## config.mk

```make
export PLATFORM = sky130hd
export DESIGN_NAME = sfm_slot_cache
export DESIGN_NICKNAME = d
export VERILOG_FILES = /design/src/rtl/sfm_slot_cache.sv
export SDC_FILE = /design/constraint.sdc
export NUM_CORES = 1
export LEC_CHECK = 0
export CORE_ASPECT_RATIO = 1.1
export CORE_UTILIZATION = 50
export CTS_BUF_LIST = sky130_fd_sc_hd__clkbuf_2 sky130_fd_sc_hd__clkbuf_4 sky130_fd_sc_hd__clkbuf_8
export DETAILED_ROUTE_END_ITERATION = 7
export GPL_ROUTABILITY_DRIVEN = 0
export GPL_TIMING_DRIVEN = 0
export PLACE_DENSITY_LB_ADDON = 0.12
export SLEW_MARGIN = 20
export SYNTH_ARGS = -nofsm -noshare
export SYNTH_HDL_FRONTEND = slang
export SYNTH_SLANG_ARGS = --single-unit
```

## constraint.sdc

```tcl
create_clock -name clk_i -period 17 [get_ports clk_i]
set_input_delay 4.25 -clock clk_i [delete_from_list [all_inputs] [get_ports clk_i]]
set_output_delay 4.25 -clock clk_i [all_outputs]
set_load 0.02 [all_outputs]
```

## src/rtl/sfm_slot_cache.sv

```systemverilog
// sfm_slot_cache: fully-associative cache of softmax state slots (max, den)
// backed by a memory-resident slot table of 64-bit records.
//
// Ports:
//   clk_i, rst_i (sync, active-high), clear_i (sync flush)
//   cache_base_addr_i        : byte base address of the slot table
//   req_*                    : ALLOC(0)/LOAD(1) slot requests
//   upd_*                    : UPDATE(0)/FREE(1) slot commands
//   rd_addr_i, slot_*_o      : combinational lookup of the current slot
//   mem_*                    : single-outstanding TCDM port (wen=1 read)
//
// Config macro: SFM_SLOT_CACHE_WRITEBACK_EN
//   defined   -> write-back (dirty bits, evictions)
//   undefined -> write-through (every UPDATE writes memory)

module sfm_slot_cache #(
  parameter int unsigned N_ENTRIES = 4,
  parameter int unsigned MAX_WIDTH = 16,
  parameter int unsigned DEN_WIDTH = 32,
  parameter logic [MAX_WIDTH-1:0] MAX_INIT = 16'hFF80
) (
  input  logic                 clk_i,
  input  logic                 rst_i,
  input  logic                 clear_i,
  input  logic [31:0]          cache_base_addr_i,
  input  logic                 req_valid_i,
  output logic                 req_ready_o,
  input  logic [15:0]          req_addr_i,
  input  logic                 req_op_i,
  input  logic                 upd_valid_i,
  output logic                 upd_ready_o,
  input  logic [15:0]          upd_addr_i,
  input  logic                 upd_op_i,
  input  logic [MAX_WIDTH-1:0] upd_max_i,
  input  logic [DEN_WIDTH-1:0] upd_den_i,
  input  logic [15:0]          rd_addr_i,
  output logic                 slot_valid_o,
  output logic [MAX_WIDTH-1:0] slot_max_o,
  output logic [DEN_WIDTH-1:0] slot_den_o,
  output logic                 mem_req_o,
  input  logic                 mem_gnt_i,
  output logic                 mem_wen_o,
  output logic [31:0]          mem_add_o,
  output logic [63:0]          mem_data_o,
  input  logic [63:0]          mem_r_data_i,
  input  logic                 mem_r_valid_i
);

  localparam int IW = (N_ENTRIES > 1) ? $clog2(N_ENTRIES) : 1;

  typedef enum logic [1:0] {
    IDLE, EVICT, FETCH_REQ, FETCH_WAIT
  } state_t;

  state_t               state_q;
  logic [N_ENTRIES-1:0] valid_q;
  logic [15:0]          tag_q [N_ENTRIES];
  logic [MAX_WIDTH-1:0] max_q [N_ENTRIES];
  logic [DEN_WIDTH-1:0] den_q [N_ENTRIES];
  logic [IW-1:0]        rr_q;
  logic [IW-1:0]        vic_q;
  logic [15:0]          fl_tag_q;
  logic                 fl_op_q;
  logic                 wr_busy_q;

  logic          rd_hit, req_hit_raw, upd_hit;
  logic [IW-1:0] rd_idx, req_idx, upd_idx;

  always_comb begin
    rd_hit      = 1'b0;
    req_hit_raw = 1'b0;
    upd_hit     = 1'b0;
    rd_idx      = '0;
    req_idx     = '0;
    upd_idx     = '0;
    for (int i = 0; i < N_ENTRIES; i++) begin
      if (valid_q[i] && tag_q[i] == rd_addr_i) begin
        rd_hit = 1'b1;
        rd_idx = IW'(i);
      end
      if (valid_q[i] && tag_q[i] == req_addr_i) begin
        req_hit_raw = 1'b1;
        req_idx     = IW'(i);
      end
      if (valid_q[i] && tag_q[i] == upd_addr_i) begin
        upd_hit = 1'b1;
        upd_idx = IW'(i);
      end
    end
  end

  assign slot_valid_o = rd_hit;
  assign slot_max_o   = rd_hit ? max_q[rd_idx] : '0;
  assign slot_den_o   = rd_hit ? den_q[rd_idx] : '0;

  logic is_idle, gnt, upd_is_upd, upd_memwr;
  logic upd_blk, upd_wait, upd_fire;
  logic upd_set, upd_free, upd_wr_start;

  assign is_idle    = (state_q == IDLE);
  assign gnt        = mem_gnt_i && mem_req_o;
  assign upd_is_upd = (upd_op_i == 1'b0);

`ifdef SFM_SLOT_CACHE_WRITEBACK_EN
  assign upd_memwr = upd_is_upd && !upd_hit;
`else
  assign upd_memwr = upd_is_upd;
`endif

  // Block updates racing with the slot being fetched or evicted.
  assign upd_blk = !is_idle && (upd_addr_i == fl_tag_q ||
    (state_q == EVICT && upd_addr_i == tag_q[vic_q]));

  always_comb begin
    upd_wait = 1'b0;
    if (!is_idle)
      upd_wait = upd_blk || !upd_hit || upd_memwr;
    else
      upd_wait = upd_memwr && !(wr_busy_q && gnt);
  end

  assign upd_ready_o  = !(upd_valid_i && upd_wait);
  assign upd_fire     = upd_valid_i && upd_ready_o;
  assign upd_set      = upd_fire && upd_hit && upd_is_upd;
  assign upd_free     = upd_fire && upd_hit && !upd_is_upd;
  assign upd_wr_start = is_idle && upd_valid_i && upd_memwr &&
                        !wr_busy_q;

  // Request sees the effect of a same-cycle update.
  logic                 req_hit, req_fire;
  logic [N_ENTRIES-1:0] valid_eff;
  logic                 vic_free, vic_dirty, vic_upd;
  logic [IW-1:0]        vic_idx;
  logic [MAX_WIDTH-1:0] vic_max;
  logic [DEN_WIDTH-1:0] vic_den;

  assign req_hit = req_hit_raw &&
                   !(upd_free && upd_idx == req_idx);

  always_comb begin
    valid_eff = valid_q;
    if (upd_free) valid_eff[upd_idx] = 1'b0;
  end

  always_comb begin
    vic_free = 1'b0;
    vic_idx  = rr_q;
    for (int i = N_ENTRIES - 1; i >= 0; i--) begin
      if (!valid_eff[i]) begin
        vic_free = 1'b1;
        vic_idx  = IW'(i);
      end
    end
  end

  assign vic_upd = upd_set && upd_idx == vic_idx;
  assign vic_max = vic_upd ? upd_max_i : max_q[vic_idx];
  assign vic_den = vic_upd ? upd_den_i : den_q[vic_idx];

`ifdef SFM_SLOT_CACHE_WRITEBACK_EN
  logic [N_ENTRIES-1:0] dirty_q;
  assign vic_dirty = valid_eff[vic_idx] &&
                     (dirty_q[vic_idx] || vic_upd);
`else
  assign vic_dirty = 1'b0;
`endif

  assign req_ready_o = is_idle && !(req_valid_i && !req_hit &&
                       (wr_busy_q || upd_wr_start));
  assign req_fire    = req_valid_i && req_ready_o;

  function automatic logic [31:0] rec_addr(input logic [15:0] s);
    return cache_base_addr_i + {13'd0, s, 3'd0};
  endfunction

  function automatic logic [63:0] mk_rec(
    input logic [MAX_WIDTH-1:0] m,
    input logic [DEN_WIDTH-1:0] d
  );
    logic [63:0] r;
    r                = '0;
    r[DEN_WIDTH-1:0] = d;
    r[32+:MAX_WIDTH] = m;
    return r;
  endfunction

  logic unused_rdata;
  assign unused_rdata = ^mem_r_data_i;

  always_ff @(posedge clk_i) begin
    if (rst_i || clear_i) begin
      state_q    <= IDLE;
      valid_q    <= '0;
      rr_q       <= '0;
      vic_q      <= '0;
      fl_tag_q   <= '0;
      fl_op_q    <= 1'b0;
      wr_busy_q  <= 1'b0;
      mem_req_o  <= 1'b0;
      mem_wen_o  <= 1'b1;
      mem_add_o  <= '0;
      mem_data_o <= '0;
`ifdef SFM_SLOT_CACHE_WRITEBACK_EN
      dirty_q    <= '0;
`endif
    end else begin
      // Updates first; request writes below override on conflict.
      if (upd_set) begin
        max_q[upd_idx] <= upd_max_i;
        den_q[upd_idx] <= upd_den_i;
`ifdef SFM_SLOT_CACHE_WRITEBACK_EN
        dirty_q[upd_idx] <= 1'b1;
`endif
      end
      if (upd_free) begin
        valid_q[upd_idx] <= 1'b0;
`ifdef SFM_SLOT_CACHE_WRITEBACK_EN
        dirty_q[upd_idx] <= 1'b0;
`endif
      end

      if (upd_wr_start) begin
        wr_busy_q  <= 1'b1;
        mem_req_o  <= 1'b1;
        mem_wen_o  <= 1'b0;
        mem_add_o  <= rec_addr(upd_addr_i);
        mem_data_o <= mk_rec(upd_max_i, upd_den_i);
      end else if (wr_busy_q && gnt) begin
        wr_busy_q <= 1'b0;
        mem_req_o <= 1'b0;
        mem_wen_o <= 1'b1;
      end

      unique case (state_q)
        IDLE: begin
          if (req_fire && req_hit) begin
            if (req_op_i == 1'b0) begin
              max_q[req_idx] <= MAX_INIT;
              den_q[req_idx] <= '0;
`ifdef SFM_SLOT_CACHE_WRITEBACK_EN
              dirty_q[req_idx] <= 1'b0;
`endif
            end
          end else if (req_fire) begin
            vic_q    <= vic_idx;
            fl_tag_q <= req_addr_i;
            fl_op_q  <= req_op_i;
            if (!vic_free)
              rr_q <= (rr_q == IW'(N_ENTRIES - 1)) ? '0 : rr_q + 1'b1;
            if (vic_dirty) begin
              state_q    <= EVICT;
              mem_req_o  <= 1'b1;
              mem_wen_o  <= 1'b0;
              mem_add_o  <= rec_addr(tag_q[vic_idx]);
              mem_data_o <= mk_rec(vic_max, vic_den);
            end else if (req_op_i == 1'b0) begin
              valid_q[vic_idx] <= 1'b1;
              tag_q[vic_idx]   <= req_addr_i;
              max_q[vic_idx]   <= MAX_INIT;
              den_q[vic_idx]   <= '0;
            end else begin
              valid_q[vic_idx] <= 1'b0;
              state_q          <= FETCH_REQ;
              mem_req_o        <= 1'b1;
              mem_wen_o        <= 1'b1;
              mem_add_o        <= rec_addr(req_addr_i);
              mem_data_o       <= '0;
            end
          end
        end
        EVICT: begin
          if (gnt) begin
            valid_q[vic_q] <= 1'b0;
`ifdef SFM_SLOT_CACHE_WRITEBACK_EN
            dirty_q[vic_q] <= 1'b0;
`endif
            if (fl_op_q == 1'b0) begin
              valid_q[vic_q] <= 1'b1;
              tag_q[vic_q]   <= fl_tag_q;
              max_q[vic_q]   <= MAX_INIT;
              den_q[vic_q]   <= '0;
              state_q        <= IDLE;
              mem_req_o      <= 1'b0;
              mem_wen_o      <= 1'b1;
            end else begin
              state_q    <= FETCH_REQ;
              mem_wen_o  <= 1'b1;
              mem_add_o  <= rec_addr(fl_tag_q);
              mem_data_o <= '0;
            end
          end
        end
        FETCH_REQ: begin
          if (gnt) begin
            state_q   <= FETCH_WAIT;
            mem_req_o <= 1'b0;
          end
        end
        FETCH_WAIT: begin
          if (mem_r_valid_i) begin
            valid_q[vic_q] <= 1'b1;
            tag_q[vic_q]   <= fl_tag_q;
            max_q[vic_q]   <= mem_r_data_i[32+:MAX_WIDTH];
            den_q[vic_q]   <= mem_r_data_i[DEN_WIDTH-1:0];
            state_q        <= IDLE;
          end
        end
        default: state_q <= IDLE;
      endcase
    end
  end

endmodule

```

==> summary.md <==
| Metric | Value |
|---|---|
| Status | finished with violations |
| Failing checks | DRC |
| CTS sink cnt | 384 |
| CTS tree | done |
| Crit path capture type | output port |
| R2R Path Start | tag_q[3][12]$_DFFE_PP_ |
| Reg-to-reg setup timing slack | 11.67 ns |
| Post-DP HPWL | 68200 microns |
| Vias in the first global route | 23100 |
| Starting Density | 0.506 |
| Final slew viol count | 0 |
| Commonest non-fill, non-tap cells in the layout | nand2_1 (468), clkdlybuf4s50_1 (321), dfxtp_1 (320) |
| Final hold vios | 0 |
| Crit Path Max Fanout | 10 |
| Setup TNS | 0 ns |
| R2R Path End | tag_q[3][1]$_DFFE_PP_ |
| Largest net degree at the start of global routing | 17 |
| Avg Vias per Cell | 6.32 |
| Total power | 2.31 mW |
| Final min period | 13.08 ns |
| Number of top-level pins | 350 |
| Synth top area cells | dfxtp_1 (28%), edfxtp_1 (8.5%), nand2_1 (7.8%), xnor2_1 (6.3%), nand4_1 (5.6%) |
| P_leak | 9.80 nW |
| CP peak stage delay | 0.62 ns |
| Hold crit path type | flop to flop |
| Syn_nets | 3039 |
| Post-synth top area share | 0.284 |
| Layout Nets | 3437 |
| H-tree levels | 3 |
| CP max-delay cell | clkdlybuf4s50_1 |
| Reg2Reg Depth | 13 |
| Post-Synthesis Cells | 2786 |
| CTS root buf | clkbuf_8 |
| WHS Path Cells | 2 |
| Element type at the critical path start | primary input |
| Hold Path End | den_q[3][12]$_SDFFE_PP0P_ |
| Req. time, crit path | 12.75 ns |
| Total gr overflow | 0 |
| Yosys top cell by area | dfxtp_1 |
| First-pass GRT wire length | 133000 microns |
| Ys async rst share | 0 |
| Synth unique cells | 88 |
| Layout cells sized above 1 | 0.0720 |
| Post-synth EDFFs | 64 |
| CTS Buf Count | 68 |
| Pwr Density | 82.4 nW/um^2 |
| Mapped Area | 22500 sq um |
| Drt pass-1 iters | 8 |
| Critical path class | primary input to output port |
| Max Cap Viol | 0 |
| Synth warn | 0 |
| Clock skew | 0.0488 ns |
| Hold_buf cts | 0 |
| GRT Util Overall | 0.377 |
| Setup violations, final | 0 |
| Clk pin slew, worst setup/hold paths | 0.06 ns |
| Initial antenna violation count | 4 |
| Mapped Avg Cell Area | 8.09 sq um |
| Fmax | 76.5 MHz |
| WL per Instance | 23.3 microns |
| Relative slew slack | 0.165 |
| Area Overhead vs Synth | 24.5% |
| Worst VDD drop | 0.0000597 V |
| DRT iter0 DRCs | 2873 |
| Worst slew pin tran | 1.25 ns |
| Worst hold start | den_q[3][12]$_SDFFE_PP0P_ |
| Routed Wire Length | 89000 microns |
| DRC viols | 2 |
| Die X | 204 microns |
| Core ar. | 44500 sq um |
| Worst EP arrival | 8.83 ns |
| Post-cts sizing count | 0 |
| Die ar. | 45900 sq um |
| Synth Flop Type | dfxtp_1 |
| Via count | 24100 |
| Routed Antenna Nets | 0 |
| RSZ-0062 raised after global routing | false |
| Skew-Pair Late Insertion Delay | 0.69 ns |
| Synthesized flop and latch total | 384 |
| Most common cell after layout, fill and taps aside | nand2_1 |
| Clock tree buffer depth | 3 |
| Die Ht | 225 microns |
| Postcts setup bufs | 0 |
| Port Buffers | 321 |
| Period utilization | 0.769 |
| CP Cell Sequence | clkdlybuf4s50_1 > xor2_1 > nor4_1 > nand2_1 > nor4_2 > buf_2 > clkbuf_1 > clkbuf_1 > o22ai_1 > o211ai_1 > o21ai_0 > a21oi_1 > clkdlybuf4s50_1 |
| FP Rows | 81 |
| Sequential area share after synthesis | 0.370 |
==> final cells by class <==
cell class	count	area, sq um
diodes	4	10.0
plain buffers	246	1070
clock buffers	114	1430
clock inverters	7	50.0
fillers	3968	16400
inverters	31	116
multi-input cells	2125	13100
flip-flops and latches	384	8330
well taps	581	727
repair buffers	328	3270
==> stage by stage <==
stage	util	instances	setup slack, ns	hold slack [ns]	area, sq um
after floorplan	-	2786	6.17	0.425	22500
after global placement	0.595	3688	3.20	0.434	26500
after detailed placement	0.597	3695	4.10	0.437	26600
after CTS	0.630	3816	4.08	0.447	28000
after global routing	0.631	3820	3.79	0.461	28100
final	0.631	3820	3.92	0.443	28100
==> registers in the layout (all words and copies together) (netlist names), 2 cells and up, named ones only <==
name,count
tag_q,64
valid_q,4
den_q,128
mem_add_o,32
fl_tag_q,16
rr_q,2
max_q,64
state_q,2
vic_q,2
mem_data_o,64
==> how the worst max path moves through the flow <==
stage / endpoint / startpoint / depth (start not counted)
finish: slot_den_o[26] / rd_addr_i[14] / 13
global route: slot_den_o[28] / rd_addr_i[4] / 13
CTS: slot_den_o[26] / rd_addr_i[14] / 13
detailed placement: slot_den_o[26] / rd_addr_i[14] / 13
global placement: slot_den_o[27] / rd_addr_i[14] / 11
floorplan: slot_den_o[10] / rd_addr_i[11] / 11
==> report_power, final <==
| group | internal (mW) | switching, mW | total [mW] |
|---|---|---|---|
| sequential | 0.962 | 0.0231 | 0.985 |
| combinational | 0.165 | 0.223 | 0.388 |
| clock | 0.528 | 0.411 | 0.939 |
==> cells by family (layout without fill, tap and decap cells) <==
family	after synthesis	after routing	share of synthesized area
DFF	384	384	0.370
xor gates and xnor gates	267	267	0.104
buffers and inverters	277	726	0.0526
other	0	4	0
AOI/OAI and AO/OA	724	724	0.197
adders and majority gates	52	52	0.0299
muxes	43	43	0.0244
and+or+nand+nor	1039	1039	0.222
==> per-layer routing <==
layer,track usage,wire [microns],vias to the layer above
met5,0,0,-
met4,0.244,5850,0
met3,0.0630,8170,404
met2,0.624,41900,1562
met1,0.451,33000,11300
li1,-,-,10800
==> cells in the mapped netlist (all sizes together) (6+ instances only) <==
cell type / number
o21ai: 250
nor2b: 7
nand3: 46
a22o: 40
inv: 31
buf: 67
a211o: 7
o22a: 11
nor3: 32
nand4: 203
a21o: 16
nor4: 29
xnor2: 162
a21oi: 172
a31oi: 34
o21bai: 6
o22ai: 54
xor2: 105
nand2b: 7
or3: 18
o211ai: 63
o31ai: 10
mux4: 9
and2: 28
and3: 14
nor2: 148
nor4bb: 11
ha: 49
edfxtp: 64
a22oi: 11
dfxtp: 320
clkbuf: 179
o21a: 9
mux2i: 32
nand2: 469
or4: 6
a211oi: 8
==> worst max-delay path, delay by kind of cell <==
family | cells | cell delay [ns]
AND/OR/NAND/NOR | 3 | 1.13
buffers and inverters | 5 | 2.38
XOR/XNOR | 1 | 0.20
AO/OA/AOI/OAI | 4 | 0.84
(Power assumes the default switching activity.)
